File: config.mk
export PLATFORM = sky130hd
export DESIGN_NAME = quiz_sequencer
export DESIGN_NICKNAME = d
export VERILOG_FILES = /design/src/rtl/quiz_sequencer.sv
export SDC_FILE = /design/constraint.sdc
export NUM_CORES = 1
export LEC_CHECK = 0
export ABC_CLOCK_PERIOD_IN_PS = 5500
export CAP_MARGIN = 40
export CORE_ASPECT_RATIO = 0.8
export CORE_MARGIN = 2
export CORE_UTILIZATION = 49
export CTS_BUF_LIST = sky130_fd_sc_hd__clkbuf_16
export DETAILED_ROUTE_END_ITERATION = 7
export GPL_TIMING_DRIVEN = 0
export PLACE_DENSITY = 0.73
export SETUP_SLACK_MARGIN = 0.5
export SKIP_LAST_GASP = 1
export SLEW_MARGIN = 20
export SYNTH_ARGS = -nofsm -noshare
export SYNTH_HDL_FRONTEND = slang
export SYNTH_SLANG_ARGS = --single-unit
File: constraint.sdc
create_clock -name clk -period 5.5 [get_ports clk]
set_clock_uncertainty 0.15 [all_clocks]
set_input_delay 1.375 -clock clk [delete_from_list [all_inputs] [get_ports clk]]
set_output_delay 1.375 -clock clk [all_outputs]
set_load 0.005 [all_outputs]
File: src/rtl/quiz_sequencer.sv
// Arithmetic quiz round controller: takes generator words, asks one question per round,
// runs the countdown, judges answers and keeps score. dbg_state exposes the FSM state.
module quiz_sequencer #(
  parameter int ROUNDS     = 10,
  parameter int TIME_LIMIT = 9,
  parameter int HOLD_TICKS = 2
) (
  input  logic        clk,
  input  logic        rst,
  input  logic        start,
  input  logic        tick,
  input  logic [11:0] gen_exp,
  input  logic [1:0]  gen_line,
  input  logic [6:0]  ans,
  input  logic        ans_valid,
  output logic [11:0] q_exp,
  output logic [1:0]  q_line,
  output logic [3:0]  time_left,
  output logic [3:0]  score,
  output logic [3:0]  round,
  output logic [1:0]  verdict,
  output logic        busy,
  output logic        done,
  output logic [2:0]  dbg_state
);

  typedef enum logic [2:0] {
    S_IDLE  = 3'd0,
    S_FETCH = 3'd1,
    S_ASK   = 3'd2,
    S_CHECK = 3'd3,
    S_HOLD  = 3'd4,
    S_DONE  = 3'd5
  } state_t;

  localparam logic [3:0] ROUNDS_C    = 4'(ROUNDS);
  localparam logic [3:0] TIME_C      = 4'(TIME_LIMIT);
  localparam logic [3:0] HOLD_LAST_C = 4'(HOLD_TICKS - 1);

  state_t      state_q, state_d;
  logic [11:0] q_exp_q, q_exp_d;
  logic [1:0]  q_line_q, q_line_d;
  logic [11:0] prev_q, prev_d;
  logic [6:0]  exp_res_q, exp_res_d;
  logic [6:0]  ans_q, ans_d;
  logic [3:0]  time_left_q, time_left_d;
  logic [3:0]  score_q, score_d;
  logic [3:0]  round_q, round_d;
  logic [1:0]  verdict_q, verdict_d;
  logic [3:0]  hold_cnt_q, hold_cnt_d;
  logic        busy_q, busy_d;
  logic        done_q, done_d;

  logic [3:0] num1, op, num2;
  logic [3:0] div_q, div_r;
  logic [6:0] prod, res;
  logic       op_ok, accept;

  assign num1 = gen_exp[11:8];
  assign op   = gen_exp[7:4];
  assign num2 = gen_exp[3:0];

  // Divider inputs are guarded so a zero divisor can never produce X.
  assign div_q = (num2 == 4'd0) ? 4'd0 : num1 / num2;
  assign div_r = (num2 == 4'd0) ? 4'd1 : num1 % num2;
  assign prod  = {3'b000, num1} * {3'b000, num2};

  assign op_ok  = (op >= 4'hA) && (op <= 4'hD);
  assign accept = op_ok && !((op == 4'hD) && (div_r != 4'd0)) && (gen_exp != prev_q);

  always_comb begin
    res = 7'd0;
    case (op)
      4'hA: res = {3'b000, num1} + {3'b000, num2};
      4'hB: res = (num1 >= num2) ? {3'b000, num1 - num2} : 7'd0;
      4'hC: res = prod;
      4'hD: res = {3'b000, div_q};
      default: res = 7'd0;
    endcase
  end

  always_comb begin
    state_d     = state_q;
    q_exp_d     = q_exp_q;
    q_line_d    = q_line_q;
    prev_d      = prev_q;
    exp_res_d   = exp_res_q;
    ans_d       = ans_q;
    time_left_d = time_left_q;
    score_d     = score_q;
    round_d     = round_q;
    verdict_d   = verdict_q;
    hold_cnt_d  = hold_cnt_q;
    case (state_q)
      S_IDLE, S_DONE: begin
        if (start) begin
          score_d   = 4'd0;
          round_d   = 4'd1;
          verdict_d = 2'b00;
          state_d   = S_FETCH;
        end
      end
      S_FETCH: begin
        if (accept) begin
          q_exp_d     = gen_exp;
          q_line_d    = gen_line;
          prev_d      = gen_exp;
          exp_res_d   = res;
          time_left_d = TIME_C;
          state_d     = S_ASK;
        end
      end
      S_ASK: begin
        // An answer arriving with a tick is judged, never timed out.
        if (ans_valid) begin
          ans_d   = ans;
          state_d = S_CHECK;
        end else if (tick) begin
          if (time_left_q == 4'd1) begin
            time_left_d = 4'd0;
            verdict_d   = 2'b11;
            hold_cnt_d  = 4'd0;
            state_d     = S_HOLD;
          end else begin
            time_left_d = time_left_q - 4'd1;
          end
        end
      end
      S_CHECK: begin
        if (ans_q == exp_res_q) begin
          verdict_d = 2'b01;
          score_d   = (score_q == 4'd15) ? 4'd15 : score_q + 4'd1;
        end else begin
          verdict_d = 2'b10;
        end
        hold_cnt_d = 4'd0;
        state_d    = S_HOLD;
      end
      S_HOLD: begin
        if (tick) begin
          if (hold_cnt_q == HOLD_LAST_C) begin
            if (round_q == ROUNDS_C) begin
              state_d = S_DONE;
            end else begin
              round_d   = round_q + 4'd1;
              verdict_d = 2'b00;
              state_d   = S_FETCH;
            end
          end else begin
            hold_cnt_d = hold_cnt_q + 4'd1;
          end
        end
      end
      default: state_d = S_IDLE;
    endcase
    busy_d = (state_d != S_IDLE) && (state_d != S_DONE);
    done_d = (state_d == S_DONE);
  end

  always_ff @(posedge clk or posedge rst) begin
    if (rst) begin
      state_q     <= S_IDLE;
      q_exp_q     <= 12'd0;
      q_line_q    <= 2'd0;
      prev_q      <= 12'd0;
      exp_res_q   <= 7'd0;
      ans_q       <= 7'd0;
      time_left_q <= 4'd0;
      score_q     <= 4'd0;
      round_q     <= 4'd0;
      verdict_q   <= 2'b00;
      hold_cnt_q  <= 4'd0;
      busy_q      <= 1'b0;
      done_q      <= 1'b0;
    end else begin
      state_q     <= state_d;
      q_exp_q     <= q_exp_d;
      q_line_q    <= q_line_d;
      prev_q      <= prev_d;
      exp_res_q   <= exp_res_d;
      ans_q       <= ans_d;
      time_left_q <= time_left_d;
      score_q     <= score_d;
      round_q     <= round_d;
      verdict_q   <= verdict_d;
      hold_cnt_q  <= hold_cnt_d;
      busy_q      <= busy_d;
      done_q      <= done_d;
    end
  end

  assign q_exp     = q_exp_q;
  assign q_line    = q_line_q;
  assign time_left = time_left_q;
  assign score     = score_q;
  assign round     = round_q;
  assign verdict   = verdict_q;
  assign busy      = busy_q;
  assign done      = done_q;
  assign dbg_state = state_q;

endmodule
After elaboration in Yosys (flattened, before gate mapping). Index checks and enable logic that the tools add are counted.

Word-level logic and storage cells: 116. Register bits: 51.

Reductions and logical operators: 23. Divide/modulo/power cells: 2. $lt $le $gt $ge: 3. Mux-type cells: 42. Eq/ne operators: 27. Multipliers: 1. Add/subtract/negate cells: 6.

Operators by type and width (count): $mux 4 (19); $pmux 7 s4 (1); $eq 4x4->1 const B (6); $mux 3 (8); $pmux 4 s2 (3); $ne 2x2->1 const B (10); $mux 2 (8); $pmux 3 s5 (1); $add 4x1->4 const B (3); $ne 12x12->1 (1); $pmux 4 s3 (1); $eq 3x3->1 const B (3); $eq 4x1->1 const B (2); $pmux 2 s4 (1); $reduce_and 8->1 (1); $reduce_bool 4->1 (2); $eq 7x7->1 (1); $mul 4x4->7 (1); $eq 3x2->1 const B (2); $reduce_and 6->1 (1); $reduce_bool 2->1 (3); $reduce_bool 3->1 (2); $add 4x4->5 (1); $logic_and 1x1->1 (5); 17 further kinds (18).

Longest topological paths before layout.
Depth in word-level cells: 11. Gate-level depth with buffers: 23. Depth with buffers taken out: 22.

Worst setup path before layout. OpenSTA, ideal clock, no wires.

Path type: input -> register. From: input port gen_exp[2]. To: register exp_res_q[6]. Stages: 22. Buffers on the path: 2. Slack: -0.656 ns. Setup time: 0.125 ns. Arrival: 5.881 ns. Required time: 5.225 ns. Path through: clkbuf_1 > nor4b_1 > a2bb2oi_1 > ha_1 > o21a_1 > o21a_1 > o21ai_0 > inv_1 > ha_1 > o21ai_0 > a211oi_1 > nor2_1 > a21oi_1 > inv_1 > fa_1 > xnor2_1 > a211o_1 > nand4_1 > nand4_1 > a21oi_4 > buf_6 > mux2_4.

Longest elaborated chain between the ends: 8.

RTL lines: start, declared (line 12) `input logic [11:0] gen_exp,`; $mod 4x4->4 / $logic_not 4->1 (equally long branches) (line 65) `assign div_r = (num2 == 4'd0) ? 4'd1 : num1 % num2;`; $mux 4 (line 65); $reduce_bool 4->1 (line 69) `assign accept = op_ok && !((op == 4'hD) && (div_r != 4'd0)) && (gen_exp != prev_q);`; $logic_and 1x1->1 (line 69); $logic_not 1->1 (line 69); $logic_and 1x1->1 (2 in series) (line 69); $reduce_and 2->1 (no source line); end signal, assigned (line 180) `exp_res_q <= exp_res_d;`; end, declared (line 44) `logic [6:0] exp_res_q, exp_res_d;`.

Parallel ways exist; a longest one is shown, timed or not. A chain may end at the register's enable or synchronous reset.

Worst setup path in the final report.
From: input port gen_exp[2]. To: register prev_q[2].

Longest elaborated chain between the ends: 8.

RTL lines: $mod 4x4->4 / $logic_not 4->1 (equally long branches) (line 65); $mux 4 (line 65); $reduce_bool 4->1 (line 69); $logic_and 1x1->1 (line 69); $logic_not 1->1 (line 69); $logic_and 1x1->1 (2 in series) (line 69); $reduce_and 2->1 (no source line); end signal, assigned (line 179) `prev_q <= prev_d;`; end, declared (line 43) `logic [11:0] prev_q, prev_d;`.

Parallel ways exist; a longest one is shown, timed or not.

==> summary.md <==
| Metric | Value |
|---|---|
| Status | `finished, violations left` |
| Violated checks | `negative setup slack` |
| WP buf/inv | `6` |
| Max Cap Violations | `0` |
| Layout cells sized above 1 | `a little over a quarter` |
| Die area | `roughly 8900 um2` |
| Vias in the first global route | `~3700` |
| Asr flop ratio synth | `100%` |
| Post-synthesis cell area | `4000 um2` |
| Synth Flop Type | `dfrtp_1` |
| VDD IR-drop max | `about 0.00025 V` |
| First drt pass iteration count | `5` |
| Wire length on met1 | `roughly 5.0 mm` |
| Crit-path max cell delay | `around 550 ps` |
| IO Port Bufs | `57` |
| Total Nets Final | `593` |
| Final setup viols | `28` |
| Crit end category | `flip-flop` |
| H-tree depth | `2` |
| Syn avg cell area | `9.76 um2` |
| Detailed router's first-iteration violation count | `~220` |
| Register area share after synthesis | `around a third` |
| Yosys top cell area share | `about a third` |
| Core Rows | `29` |
| Grt ovf | `0` |
| Period utilization | `107%` |
| Crit start category | `input port` |
| CP Max Fanout | `5` |
| Core Util, Final | `a little over 70%` |
| Power per cell area | `362 nW/um2` |
| Vias/cell | `roughly 5.9` |
| Hold_buf cts | `0` |
| WL/cell | `about 17 um` |
| Worst hold slack | `~370 ps` |
| Deepest clock path buffer count | `2` |
| Rel. slew slack | `~57%` |
| Initial core utilization | `between 50% and 60%` |
| Cells along the critical path | `buf_6, clkbuf_16, nor4b_4, a2bb2oi_2, ha_1, o21a_1, o21a_2, o21ai_2, inv_2, ha_4, o21ai_4, a211oi_4, nor2_1, a21oi_2, inv_2, fa_2, nand3_2, a211o_1, nand4_1, nand4_1, a21oi_4, buf_12, buf_12, mux2_4` |
| Clock-pin slew on the worst setup and hold paths | `roughly 80 ps` |
| Die Ht | `84.8 um` |
| Global-route wire length before repair | `about 18 mm` |
| EDFF count, synth | `0` |
| Final hold viol count | `0` |
| CORE AREA | `7950 um2` |
| Max frequency | `0.170 GHz` |
| Cells after synthesis | `slightly above 400` |
| Initial antenna violation count | `0` |
| Post-DRT Antenna Nets | `0` |
| Top Layer Used | `met4` |
| Synth cell types | `61` |
| CTS tree | `built` |
| Critical path required time | `between 5000 and 6000 ps` |
| Chip Width | `between 100 and 150 um` |
| Met3 WL post-DR | `~730 um` |
| Area leader, netlist | `dfrtp_1` |
| Largest net degree at the start of global routing | `30` |
| Via count | `~3700` |
| Hpwl dp | `7.38 mm` |
| Min Tclk post-route | `5900 ps` |
| Worst Hold Class | `flip-flop to flip-flop` |
| Clk Latency, worst-skew pair | `300 ps` |
| Lkg Pwr | `approximately 0.0025 uW` |
| Finished Layout Cells | `about 630` |
| Slowest CP cell | `fa_2` |
| Final Worst Setup Slack | `-398 ps` |
| Dpl ws | `-1650 ps` |
| Total number of yosys warnings | `0` |
| Drt total wl | `around 11 mm` |
| Final setup TNS | `-9800 ps` |
| RSZ-0062 raised after global routing | `yes` |
| Ant. Diodes | `0` |
| Final slew viol count | `0` |
| Kind of critical path | `input port to flip-flop` |
| Drt drc | `0` |
| Root buffer cell | `clkbuf_16` |
| Synth area leaders | `dfrtp_1, ha_1, xor2_1` |
| Placed Cells | `around 580` |
| Seq cells post-synth | `a little over 50` |
| CTS sink cnt | `slightly above 50` |
| Global router's overall resource usage | `between 20% and 30%` |
| GP Congestion | `0.911` |
| I/O pins | `59` |
| Worst path arrival time | `roughly 6000 ps` |
| Met2 WL | `approximately 5 mm` |
| Syn_nets | `481` |
| Area Growth Syn to Fin | `41.1%` |
| Crit path max-delay family | `compound AO/OA/AOI/OAI gates` |
| Slew @ Worst Pin | `roughly 630 ps` |
| Cts bufs inserted | `5` |
==> repair_timing <==
item | in CTS | in global routing
setup buffers | 34 | 12
gates resized for setup | 73 | 23
gates cloned | 1 | 0
setup endpoints to repair | 28 | 28
hold endpoints to repair | 0 | 0
pin swaps | 17 | 13
==> metal layers <==
| layer | global-route usage, % | vias up |
|---|---|---|
| met5 | 0 | - |
| met2 | 39.8 | 165 |
| met1 | 34.9 | 1823 |
| met3 | 4.15 | 32 |
| met4 | 8.61 | 0 |
| li1 | - | 1699 |
==> placed cells by master (no fill, tap or decap), types with 10 or more instances in the layout <==
cell / n
dfrtp_1: 51
ha_1: 34
mux2_2: 11
buf_6: 11
o21ai_0: 19
inv_1: 27
clkdlybuf4s50_1: 51
nor2_1: 19
a21oi_1: 17
nand2_1: 30
xor2_1: 22
mux2_4: 18
nand3_1: 10
buf_4: 33
==> path summary, 6_finish.rpt <==
check / to / startpoint / cells past startpoint / slack, ps
min: hold_cnt_q[2] / hold_cnt_q[2] / 1 / 370
max in group asynchronous: verdict[0] / rst / 3 / 3400
min reg2reg: hold_cnt_q[2] / hold_cnt_q[2] / 1 / 370
min in group asynchronous: exp_res_q[0] / rst / 2 / 1270
max: prev_q[2] / gen_exp[2] / 24 / -400
max reg2reg: hold_cnt_q[3] / time_left[1] / 8 / 2730
==> cells in the mapped netlist (2+ instances only) <==
library cell	instances
dfrtp_1	51
ha_1	38
inv_1	31
nand2_1	31
o21ai_0	23
xor2_1	22
nor2_1	21
a21oi_1	20
mux2_2	17
mux2_4	12
nand3_1	11
clkbuf_1	9
fa_1	7
nor2b_1	7
xnor2_1	7
nand4_1	6
nor3_1	6
a211oi_1	5
a21o_1	5
and3_1	5
nor4_1	5
o21a_1	5
mux2i_1	4
o211ai_1	4
a32oi_1	3
and2_1	3
nand3b_1	3
o22ai_1	3
o31ai_1	3
a211o_1	2
a21boi_0	2
a221o_1	2
a222oi_1	2
a2bb2oi_1	2
and3b_1	2
nand2b_1	2
nor3b_1	2
nor4bb_1	2
or2_2	2
or3b_2	2
==> power by group <==
group	internal [uW]	switching [uW]	total (uW)
sequential	509	130	639
combinational	580	459	1040
clock	217	150	367
==> stage by stage <==
step                area [um2]  power [uW]
floorplan                 4090        1180
global placement          4790        1500
detailed placement        4810        1530
CTS                       5470        2000
global route              5650        2170
finish                    5650        2040
==> registers in the layout (all words and copies together) (netlist names), 3 cells and up <==
register / flops
prev_q: 12
ans_q: 7
exp_res_q: 7
hold_cnt_q: 4
round: 4
score: 4
time_left: 4
dbg_state: 3
==> cells by family after synthesis <==
family | count (synthesis) | share of synthesized area, %
fa+ha+maj | 45 | 15.4
flops | 51 | 31.9
buf+inv | 42 | 4.53
simple gates | 116 | 15.3
xor+xnor | 29 | 6.35
mux | 33 | 10.3
compound gates | 94 | 16.2
==> area by class of cell <==
class,instances,area [um2]
multi-input cells,317,2780
fillers,519,2300
flip-flops and latches,51,1280
repair buffers,105,1050
well taps,108,135
clock buffers,5,125
inverters,31,124
plain buffers,11,110
clock inverters,3,46.3
(Power assumes the default switching activity.)
